### config.mk
export PLATFORM = sky130hd
export DESIGN_NAME = csa_accum_seq
export DESIGN_NICKNAME = d
export VERILOG_FILES = /design/src/rtl/csa_pkg.sv /design/src/rtl/csa.sv /design/src/rtl/csa_accum_seq.sv
export SDC_FILE = /design/constraint.sdc
export NUM_CORES = 1
export LEC_CHECK = 0
export ABC_AREA = 1
export CORE_ASPECT_RATIO = 0.7
export CORE_MARGIN = 3
export CORE_UTILIZATION = 56
export DETAILED_ROUTE_END_ITERATION = 8
export DONT_BUFFER_PORTS = 1
export PLACE_DENSITY_LB_ADDON = 0.08
export SLEW_MARGIN = 15
export SYNTH_ARGS = -nofsm -noshare
export SYNTH_HDL_FRONTEND = slang
export SYNTH_SLANG_ARGS = --single-unit
### constraint.sdc
create_clock -name clk -period 1.6 [get_ports clk]
set_clock_uncertainty 0.2 [all_clocks]
set_input_delay 0.32 -clock clk [delete_from_list [all_inputs] [get_ports clk]]
set_output_delay 0.32 -clock clk [all_outputs]
set_load 0.01 [all_outputs]
### src/rtl/csa_pkg.sv
// Shared definitions for the carry-save accumulator sequencer:
// FSM state encoding and a constant-width helper.
package csa_pkg;

    typedef enum logic [1:0] {
        IDLE    = 2'd0,
        ACCUM   = 2'd1,
        RESOLVE = 2'd2,
        DONE    = 2'd3
    } state_t;

    // Ceiling log2, usable in parameter expressions.
    function automatic int clog2(input int v);
        int r;
        r = 0;
        for (int i = 0; i < 31; i++) begin
            if ((1 << i) < v) r = i + 1;
        end
        return r;
    endfunction

endpackage

### src/rtl/csa.sv
// 3:2 carry-save adder: bitwise sum and majority (unshifted carry).
// Ports: a, b, c (W) in; sum, maj (W) out.
module csa #(
    parameter int W = 4
) (
    input  logic [W-1:0] a,
    input  logic [W-1:0] b,
    input  logic [W-1:0] c,
    output logic [W-1:0] sum,
    output logic [W-1:0] maj
);

    assign sum = a ^ b ^ c;
    assign maj = (a & b) | (a & c) | (b & c);

endmodule

### src/rtl/csa_accum_seq.sv
// Streams N-bit operands into a carry-save running sum, then resolves it.
// Ports: clk, rst_n; in_valid/in_ready/in_data/in_last operand stream;
// out_valid/out_ready/out_sum/out_count/out_trunc result; busy.
module csa_accum_seq
    import csa_pkg::*;
#(
    parameter int  N       = 4,
    parameter int  MAX_OPS = 8,
    localparam int W       = N + clog2(MAX_OPS),
    localparam int CW      = clog2(MAX_OPS + 1)
) (
    input  logic          clk,
    input  logic          rst_n,
    input  logic          in_valid,
    output logic          in_ready,
    input  logic [N-1:0]  in_data,
    input  logic          in_last,
    output logic          out_valid,
    input  logic          out_ready,
    output logic [W-1:0]  out_sum,
    output logic [CW-1:0] out_count,
    output logic          out_trunc,
    output logic          busy
);

    state_t        state;
    logic [W-1:0]  s_q;
    logic [W-1:0]  c_q;
    logic [CW-1:0] cnt;
    logic [W-1:0]  x;
    logic [W-1:0]  s_nx;
    logic [W-1:0]  maj;
    logic          accept;
    logic          forced;
    logic          term;

    assign x      = {{(W-N){1'b0}}, in_data};
    assign accept = in_valid & in_ready;
    // This beat fills the last available slot.
    assign forced = (cnt == CW'(MAX_OPS - 1));
    assign term   = in_last | forced;

    assign in_ready  = (state == IDLE) || (state == ACCUM);
    assign out_valid = (state == DONE);
    assign busy      = (state != IDLE);

    csa #(.W(W)) u_csa (
        .a   (s_q),
        .b   (c_q),
        .c   (x),
        .sum (s_nx),
        .maj (maj)
    );

    always_ff @(posedge clk or negedge rst_n) begin
        if (!rst_n) begin
            state     <= IDLE;
            s_q       <= '0;
            c_q       <= '0;
            cnt       <= '0;
            out_sum   <= '0;
            out_count <= '0;
            out_trunc <= 1'b0;
        end else begin
            unique case (state)
                IDLE, ACCUM: begin
                    if (accept) begin
                        s_q <= s_nx;
                        // Carry MSB is provably zero for W; drop it.
                        c_q <= W'(maj << 1);
                        cnt <= cnt + CW'(1);
                        if (term) begin
                            state     <= RESOLVE;
                            out_trunc <= forced & ~in_last;
                        end else begin
                            state <= ACCUM;
                        end
                    end
                end
                RESOLVE: begin
                    out_sum   <= s_q + c_q;
                    out_count <= cnt;
                    state     <= DONE;
                end
                DONE: begin
                    if (out_ready) begin
                        state <= IDLE;
                        s_q   <= '0;
                        c_q   <= '0;
                        cnt   <= '0;
                    end
                end
                default: state <= IDLE;
            endcase
        end
    end

endmodule
==> run metrics <==
setup_tns=-0.01498 ns; CP Launch Type=flop; final instance area=0.001939 mm^2; Seq/Total Area, Yosys=48.74%; nets=223; clk sinks=31; status=complete, but fails checks; Root Buffer=clkbuf_8; I/O pin cnt=24; Die Height=50.61 um; total of max-cap violations=0; largest net degree at the start of global routing=32; area delta synth->final=21.86%; placed instance area=0.001664 mm^2; Synth area leaders=dfrtp_1, nand2_1, ha_1; mean post-synth cell area=~8.8 um^2; gr usage total=21.78%; H-tree lvl count=2; grt ovf=0; Min Clock Period, post-route=1.615 ns; post-route ant nets=0; power density cells=1922 mW/mm^2; RSZ-0062 raised after global routing=yes; fill cell count=184; CP max FO=2; initial antenna violation count=0; worst skew pair latency=0.28 ns; Multi-input gate area=757.0 um^2; post-place setup slack=-0.04074 ns; Setup crit end kind=flop; dpl cells=220; CTS Buf Count=5; Min Hold Slack=0.01303 ns; VDD IR max=roughly 1300 uV; setup ws final=-0.01498 ns; Slew Limit Fails=0; Synth area leader=dfrtp_1; die width=69.72 um; synth unique cells=27; Total Wirelength=around 3.4 mm; DRC Markers=0; vias in the first global route=around 1300; worst setup path class=flop to flop; hpwl dp=2.419 mm; #FFs+latches synth=31; slew margin rel.=81.77%; Fmax=slightly above 600 MHz; Port Buffers=0; # setup viols final=1; period utilization=100.9%; Finished Layout Cells=238; CTS Buffer Depth=2; TritonCTS clock tree=yes; Leak Pwr=around 1.0 nW; Yosys top cell area share=approximately half; Iteration-0 DRC Markers=71; Worst Path Required=1.61 ns; Cell Area, Synth=~0.0016 mm^2; failing checks=negative setup slack; Core Rows=15; Wirelength per Cell=14.45 um; Tot Pwr=around 3.7 mW; Antenna Cells=0; Clock transition at path regs=0.07 ns; drt pass-1 iters=4; DR vias=roughly 1300; Initial Util=61.45%; Slew @ Worst Pin=0.2731 ns; total die area=between 0.003 and 0.004 mm^2; Core Area=around 0.0026 mm^2; flip-flop and latch area=~780 um^2; Final Hold Vio Count=0; share of layout cells above drive strength 1=25.49%; worst path arrival time=1.62 ns; Cells after Synth=181; first-pass GRT wire length=5.809 mm; gpl congestion=0.8605; vias per cell=approximately 5.4; worst min-delay path category=input port to flop; fin util=around three quarters; syn nets=201; Yosys Warn Count=0
==> cells in the final DEF, fill, tap and decap left out, types with 2 or more instances in the layout <==
cell	netlist	layout
fa_1	4	3
buf_4	0	15
o21ai_0	6	6
nand3_1	7	7
dlygate4sd3_1	0	2
nor2_1	7	6
o21ai_1	4	4
a21oi_1	5	5
nand2_1	67	64
inv_2	3	3
nor2_4	2	2
inv_1	17	17
dfrtp_2	0	3
clkbuf_8	0	6
nand2_2	4	7
a31oi_1	2	2
ha_4	0	4
ha_1	7	2
dfrtp_1	31	28
o21ai_2	2	2
==> cells in the mapped netlist <==
library cell	n
o21bai_1	1
nor2_4	2
dfrtp_1	31
nor3_1	1
o21ai_1	4
o21ai_2	2
inv_2	3
fa_1	4
inv_1	17
o21ai_0	6
or2_2	1
nand2_4	1
buf_8	1
nand4_1	1
ha_1	7
nand2_2	4
nand2_1	67
buf_6	2
o22ai_1	1
nand3_1	7
nor2_1	7
a21oi_1	5
a31oi_1	2
o211ai_1	1
inv_4	1
buf_2	1
a22o_1	1
==> where the power goes <==
| group | switching [mW] | internal, mW |
|---|---|---|
| Clock | 0.296 | 0.503 |
| Sequential | 0.311 | 1.08 |
| Combinational | 0.892 | 0.646 |
==> cells by family (layout without fill, tap and decap cells) <==
| logic type | count (synthesis) | after routing | share of synthesized area (%) |
|---|---|---|---|
| buffers and inverters | 25 | 48 | 7.782 |
| flip-flops | 31 | 31 | 48.74 |
| AND/OR/NAND/NOR | 91 | 91 | 24.45 |
| AO/OA/AOI/OAI | 23 | 23 | 8.491 |
| adder cells (fa/ha/maj) | 11 | 11 | 10.53 |
==> flip-flops by register name, indices dropped and copies added (netlist names) <==
name / flops
out_count: 4
s_q: 7
c_q: 6
cnt: 4
state: 2
out_trunc: 1
out_sum: 7
==> final timing paths <==
path | from | end | slack [ns] | cells past startpoint
min in group asynchronous | rst_n | out_sum[0] | 0.27 | 2
max in group asynchronous | rst_n | c_q[3] | 0.74 | 2
max | s_q[1] | out_sum[5] | -0.01 | 7
max reg2reg | s_q[1] | out_sum[5] | -0.01 | 7
min reg2reg | cnt[0] | cnt[0] | 0.32 | 1
min | out_ready | cnt[3] | 0.01 | 3
==> cell type report <==
type / instances / share of cell area [%]
Timing Repair Buffer: 18 / 7.871
Clock inverter: 2 / 1.806
Clock buffer: 6 / 4.258
Multi-Input combinational cell: 125 / 39.03
Timing Repair inverter: 1 / 0.3226
Inverter: 21 / 4.323
Tap cell: 34 / 2.194
Sequential cell: 31 / 40.19
==> what timing repair did <==
action,in CTS,in global routing
setup endpoints to repair,2,4
hold buffers,3,0
hold endpoints to repair,32,0
gates cloned,0,1
pin swaps,1,8
setup buffers,0,6
gates resized for setup,2,12
==> worst max-delay path: stages (launching register included) <==
cell and delay (ns):
dfrtp_1 0.40, ha_2 0.20, fa_2 0.35, nand2_2 0.07, nand2_1 0.06, nand2_2 0.06
nand3_1 0.06, a31oi_1 0.15
==> routing by layer <==
metal	track usage, %	part of all wire (%)	up-vias
li1	-	-	616
met1	27.63	47	616
met2	34.18	46	36
met3	8.000	5.7	8
met4	8.599	1.6	0
met5	0	0	-
Note: power is estimated with default switching activity, not from simulation.
